==> src/rtl/nibble_sub_sequencer.sv <==
// Sequences a word through a 4-bit substitution stage, one nibble per cycle (LSB first),
// and reassembles the substituted nibbles into a result offered over valid/ready.
module nibble_sub_sequencer #(
  parameter int WORD_W = 16
) (
  input  logic              clk_i,
  input  logic              rst_i,
  input  logic              in_valid_i,
  output logic              in_ready_o,
  input  logic [WORD_W-1:0] in_data_i,
  output logic [3:0]        sub_b_o,
  input  logic [3:0]        sub_a_i,
  output logic              out_valid_o,
  input  logic              out_ready_i,
  output logic [WORD_W-1:0] out_data_o,
  output logic              busy_o
);

  localparam int NIB   = WORD_W / 4;
  localparam int IDX_W = (NIB > 1) ? $clog2(NIB) : 1;

  typedef enum logic [1:0] {IDLE, RUN, DONE} state_t;

  state_t             state_q, state_d;
  logic [WORD_W-1:0]  shift_q, shift_d;
  logic [WORD_W-1:0]  result_q, result_d;
  logic [WORD_W-1:0]  out_q, out_d;
  logic [IDX_W-1:0]   idx_q, idx_d;
  logic               last_nib;

  assign last_nib = (idx_q == IDX_W'(NIB - 1));

  always_ff @(posedge clk_i or posedge rst_i) begin
    if (rst_i) begin
      state_q  <= IDLE;
      shift_q  <= '0;
      result_q <= '0;
      out_q    <= '0;
      idx_q    <= '0;
    end else begin
      state_q  <= state_d;
      shift_q  <= shift_d;
      result_q <= result_d;
      out_q    <= out_d;
      idx_q    <= idx_d;
    end
  end

  always_comb begin
    state_d     = state_q;
    shift_d     = shift_q;
    result_d    = result_q;
    out_d       = out_q;
    idx_d       = idx_q;
    in_ready_o  = 1'b0;
    out_valid_o = 1'b0;
    sub_b_o     = 4'b0000;
    unique case (state_q)
      IDLE: begin
        in_ready_o = !rst_i;
        if (in_valid_i && !rst_i) begin
          shift_d  = in_data_i;
          result_d = '0;
          idx_d    = '0;
          state_d  = RUN;
        end
      end
      RUN: begin
        sub_b_o                 = shift_q[3:0];
        result_d[4*idx_q +: 4]  = sub_a_i;
        shift_d                 = shift_q >> 4;
        idx_d                   = idx_q + 1'b1;
        // Separate output register keeps the last result visible after the next accept clears result_q.
        if (last_nib) begin
          out_d   = result_d;
          idx_d   = '0;
          state_d = DONE;
        end
      end
      DONE: begin
        out_valid_o = 1'b1;
        if (out_ready_i) state_d = IDLE;
      end
      default: state_d = IDLE;
    endcase
  end

  assign out_data_o = out_q;
  assign busy_o     = (state_q != IDLE);

endmodule
==> config.mk <==
export PLATFORM = sky130hd
export DESIGN_NAME = nibble_sub_sequencer
export DESIGN_NICKNAME = d
export VERILOG_FILES = /design/src/rtl/nibble_sub_sequencer.sv
export SDC_FILE = /design/constraint.sdc
export NUM_CORES = 1
export LEC_CHECK = 0
export ABC_CLOCK_PERIOD_IN_PS = 5220
export CAP_MARGIN = 20
export CORE_ASPECT_RATIO = 2
export CORE_MARGIN = 5
export CORE_UTILIZATION = 55
export DETAILED_ROUTE_END_ITERATION = 7
export GPL_TIMING_DRIVEN = 0
export HOLD_SLACK_MARGIN = 0.03
export PLACE_DENSITY = 0.95
export SLEW_MARGIN = 30
export SYNTH_ARGS = -nofsm -noshare
export SYNTH_HDL_FRONTEND = slang
export SYNTH_SLANG_ARGS = --single-unit
==> constraint.sdc <==
create_clock -name clk_i -period 5.22 [get_ports clk_i]
set_clock_uncertainty 0.05 [all_clocks]
set_input_delay 0.522 -clock clk_i [delete_from_list [all_inputs] [get_ports clk_i]]
set_output_delay 0.522 -clock clk_i [all_outputs]
set_load 0.01 [all_outputs]
### Word level (Yosys, flattened, before mapping)

Index checks and enable logic that the tools add are counted.

* register bits: 52
* bits in latches: 0
* bits in writable memories: 0
* memory bits (read-only): 0
* output and inout port bits: 23
* logic and storage cells: 38
* memories: 0

* add/subtract/negate cells: 2
* multipliers: 0
* div/mod/pow operators: 0
* magnitude comparators: 0
* equal/unequal tests: 6
* shift operators: 2
* muxes and demuxes: 15
* bitwise operators: 0
* reductions and logical operators: 8

Operators by type and width (count)
* $pmux W16 S2: 2
* $neg A4 Y34: 1
* $shift A4 B34 Y16 const A: 1
* $shiftx A4 B34 Y16: 1
* $mux W16: 2
* $bwmux W16: 1
* $mux W2: 5
* $ne A2 B2 Y1 const B: 3
* $pmux W2 S3: 1
* $eq A2 B2 Y1 const B: 2
* $mux W4: 1
* $pmux W2 S2: 1
* $reduce_and A2 Y1: 2
* $reduce_bool A2 Y1: 2
* $reduce_and A3 Y1: 1
* $add A2 B1 Y2 const B: 1
* $eq A2 B1 Y1 const B: 1
* $logic_not A2 Y1: 1
* $mux W1: 2
* $logic_and A1 B1 Y1: 1
* $logic_not A1 Y1: 1

### Depth between registers and ports, before layout

* depth after elaboration: 4
* depth in mapped cells: 6
* mapped depth without buffers: 5

### Least setup slack after synthesis

No wires, ideal clock.

* path kind: flip-flop to flip-flop
* from: register idx_q[0]
* to: register result_q[10]
* library setup time: 0.122 ns
* arrival time: 1.712 ns
* data required time: 5.048 ns
* path slack: 3.336 ns
* stages on the path, launching flop included: 6
* clock period less this slack: 1.884 ns
* path through: dfrtp_1 inv_1 ha_1 and4bb_2 and2_1 a32o_1

* longest elaborated chain between the ends: 4
* elaborated cells on any way between the ends: 5

Ends and longest elaborated chain
* start, declared: line 28 `logic [IDX_W-1:0] idx_q, idx_d;`
* start signal, assigned: line 45 `idx_q <= idx_d;`
* $neg A4 Y34 *: line 70 `result_d[4*idx_q +: 4] = sub_a_i;`
* $shiftx A4 B34 Y16 / $shift A4 B34 Y16 (equally long branches): line 70
* $bwmux W16 *: line 70
* $pmux W16 S2 *: line 58 `unique case (state_q)`
* end signal, assigned: line 43 `result_q <= result_d;`
* end, declared: line 26 `logic [WORD_W-1:0] result_q, result_d;`

Mark *: on every way between the ends. The rest lies on a longest branch, timed or not.
A chain may end at the register's enable or synchronous reset.

### Worst setup path after layout

* from: register state_q[0]
* to: output sub_b_o[2]

* longest elaborated chain between the ends: 2

Ends and longest elaborated chain
* start, declared: line 24 `state_t state_q, state_d;`
* start signal, assigned: line 41 `state_q <= state_d;`
* $eq A2 B1 Y1: line 58
* $mux W4: line 58
* end, declared: line 11 `output logic [3:0] sub_b_o,`

No other way between the ends.

==> metrics.txt <==
Die Width=58.4 µm; Die Y=107 µm; post-CTS resize count=0; Hold Fails Final Rpt=0; IO Pins=47; Worst-Margin Slew=0.628 ns; Post-Synthesis Cells=214; most used routing layer=met2; Peak Freq=0.364 GHz; antenna violations before repair=0; maxcap violations=0; crit end category=output pin; Global Route Usage Sum=19.5%; H-tree depth=2; Slew HR=58.2%; YS warnings=0; reg2reg path depth=6; Final WS setup=2.47 ns; worst hold endpoint=result_q[5]$_DFFE_PP0P_; number of global-route vias before repair=1,995; CTS tree=built; first-pass GRT wire length=9.42 mm; Final nets=295; Clock Pin Slew Worst Setup and Hold Paths=0.09 ns; area delta synth->final=24.2%; initial DRC count=33; largest net degree at the start of global routing=53; worst slack, placed=2.85 ns; Hold Path Depth=1; row cnt=35; Routed Antenna Nets=0; top cell type's share of synthesized area=50.5%; worst skew pair latency=0.31 ns; crit path kind=flop to output pin; status=completed; number of buffers created by CTS=5; Detailed Route WL=5.70 mm; GR Util met1=21.7%; Post-Syn Area per Cell=12.0 µm²; Fill cells=341; largest cells by area after synthesis=dfrtp_1 (51%), mux2_4 (9.3%), a21oi_1 (5.6%); reg2reg setup slack=3.01 ns; Final period util=52.7%; Post-Route Setup TNS=0 ns; Residual DRC=0; synth unique cells=36; layout cells sized above 1=19.9%; Post-CTS Setup Inserts=0; clock buffer depth=2; Post-Syn Area=2580 µm²; Setup violations, final=0; sequential fraction of the synthesis area=50.5%; Critical Path Source Type=flop; die area=6240 µm²; Post-CTS Hold Buffers=0; Critical Path RT=4.65 ns; WL per Instance=17.8 µm; vias per cell=5.91; P per Cell Area=604 nW/µm²; GRT met3 Usage=2.53%; P_leak=1.45 nW; peak supply drop=423 µV; n_diodes=0; Starting Density=56.0%; FF-to-FF Start=idx_q[0]$_DFFE_PP0P_; Core Region=4600 µm²; Min-Delay Path Class=flop to flop; crit path max fanout=10; DP HPWL=4.22 mm; minimum clock period=2.75 ns; GR met2 Demand/Resource=35.6%; I/O Buffers=44; final RePlAce weighted congestion=0.849; unrepaired setup endpoints after global routing=no; Yosys top cell by area=dfrtp_1; CTS root buf=clkbuf_8; via count=1,896; fin. max-slew vios=0; Congestion Overflow GR=0; Yosys reg bits=52; crit path DAT=2.18 ns; DRT Pass-1 Iters=4; Worst Min Path Start=result_q[5]$_DFFE_PP0P_; Sinks on Clock Net=52; net count after synthesis=244; Reg-to-Reg End=out_data_o[2]$_DFFE_PP0P_
[worst max-delay path, stage by stage, from the launching register on]
cell,delay [ns]
dfrtp_1,0.52
nor2b_1,0.17
clkbuf_2,0.21
buf_2,0.26
and2_1,0.17
clkdlybuf4s50_1,0.54
[per-layer routing]
metal  share of wire [%]  wire length, µm
met5                   0                0
met4                 1.7               99
met2                  57             3230
met3                 4.2              238
met1                  37             2130
[area by class of cell]
| class | count | area, µm² | share of cell area (%) |
|---|---|---|---|
| buffer | 13 | 78.8 | 2.46 |
| inverter | 7 | 28.8 | 0.899 |
| tap | 55 | 68.8 | 2.15 |
| multi-input combinational | 142 | 1170 | 36.6 |
| clock inverter | 3 | 42.5 | 1.33 |
| sequential | 52 | 1300 | 40.7 |
| clock buffer | 5 | 68.8 | 2.15 |
| timing repair buffer | 44 | 440 | 13.8 |
[kinds of logic after synthesis]
group           share of synthesized area [%]
compound gates                           17.3
fa+ha+maj                                2.91
buf+inv                                  4.08
flops                                    50.5
mux                                      12.8
simple gates                             12.4
[synthesized netlist by cell type, drive strengths merged]
master,number
or3,1
dfrtp,52
nor3b,1
inv,7
o2bb2ai,2
ha,6
a21o,2
nand2,4
and4b,1
nand2b,2
or2,1
a22oi,1
clkbuf,2
nor4b,1
nor2,17
a21oi,30
o22ai,1
buf,11
and3b,4
mux2,24
o21ai,2
and2,5
a32oi,6
nor2b,10
a32o,14
and4bb,1
a22o,4
nor4bb,1
and2b,1
[registers in the layout, indices dropped and copies added (netlist names)]
name        flops
shift_q        16
out_data_o     16
state_q         2
idx_q           2
result_q       16
[worst max-delay path by stage]
stage / start / endpoint / slack, ns / cells past startpoint
global route: state_q[0]$_DFFE_PP0P_ / sub_b_o[2] / 2.36 / 5
CTS: state_q[0]$_DFFE_PP0P_ / sub_b_o[2] / 2.47 / 5
global placement: rst_i / out_data_o[9]$_DFFE_PP0P_ / 2.35 / 2
detailed placement: state_q[0]$_DFFE_PP0P_ / sub_b_o[0] / 2.85 / 5
floorplan: idx_q[0]$_DFFE_PP0P_ / result_q[10]$_DFFE_PP0P_ / 3.34 / 5
finish: state_q[0]$_DFFE_PP0P_ / sub_b_o[2] / 2.47 / 5
[power by group]
| group | internal [mW] | switching (mW) | total [mW] | leakage (nW) |
|---|---|---|---|---|
| clock | 0.142 | 0.137 | 0.279 | 0.0541 |
| combinational | 0.530 | 0.454 | 0.984 | 0.730 |
| sequential | 0.565 | 0.103 | 0.668 | 0.662 |
| total | 1.24 | 0.694 | 1.93 | 1.45 |
[stage by stage]
stage | instance area (µm²) | hold slack, ns | total power [mW] | util, % | instances
global placement | 3090 | 0.416 | 1.61 | 67.1 | 313
CTS | 3200 | 0.444 | 1.94 | 69.6 | 321
detailed placement | 3090 | 0.423 | 1.66 | 67.2 | 313
floorplan | 2580 | 0.407 | 1.31 | - | 214
finish | 3200 | 0.443 | 1.93 | 69.6 | 321
global route | 3200 | 0.470 | 2.05 | 69.6 | 321
[cell usage in the layout, fill, tap and decap left out, types with 2 or more instances in the layout]
| cell type | Yosys | final |
|---|---|---|
| mux2_2 | 8 | 8 |
| and3b_1 | 3 | 3 |
| mux2_4 | 16 | 16 |
| nor2b_1 | 10 | 10 |
| buf_6 | 2 | 2 |
| a21oi_1 | 29 | 29 |
| o21ai_0 | 2 | 2 |
| nand2_1 | 4 | 4 |
| clkbuf_8 | 0 | 5 |
| a32o_1 | 14 | 14 |
| inv_1 | 7 | 6 |
| dfrtp_1 | 52 | 52 |
| clkdlybuf4s50_1 | 0 | 44 |
| a22o_1 | 4 | 4 |
| o2bb2ai_1 | 2 | 2 |
| and2_1 | 5 | 5 |
| a32oi_1 | 6 | 6 |
| a21o_1 | 2 | 2 |
| ha_1 | 6 | 6 |
| nor2_1 | 17 | 17 |
| buf_2 | 8 | 8 |
No activity file was read; power rests on OpenSTA's default activity.
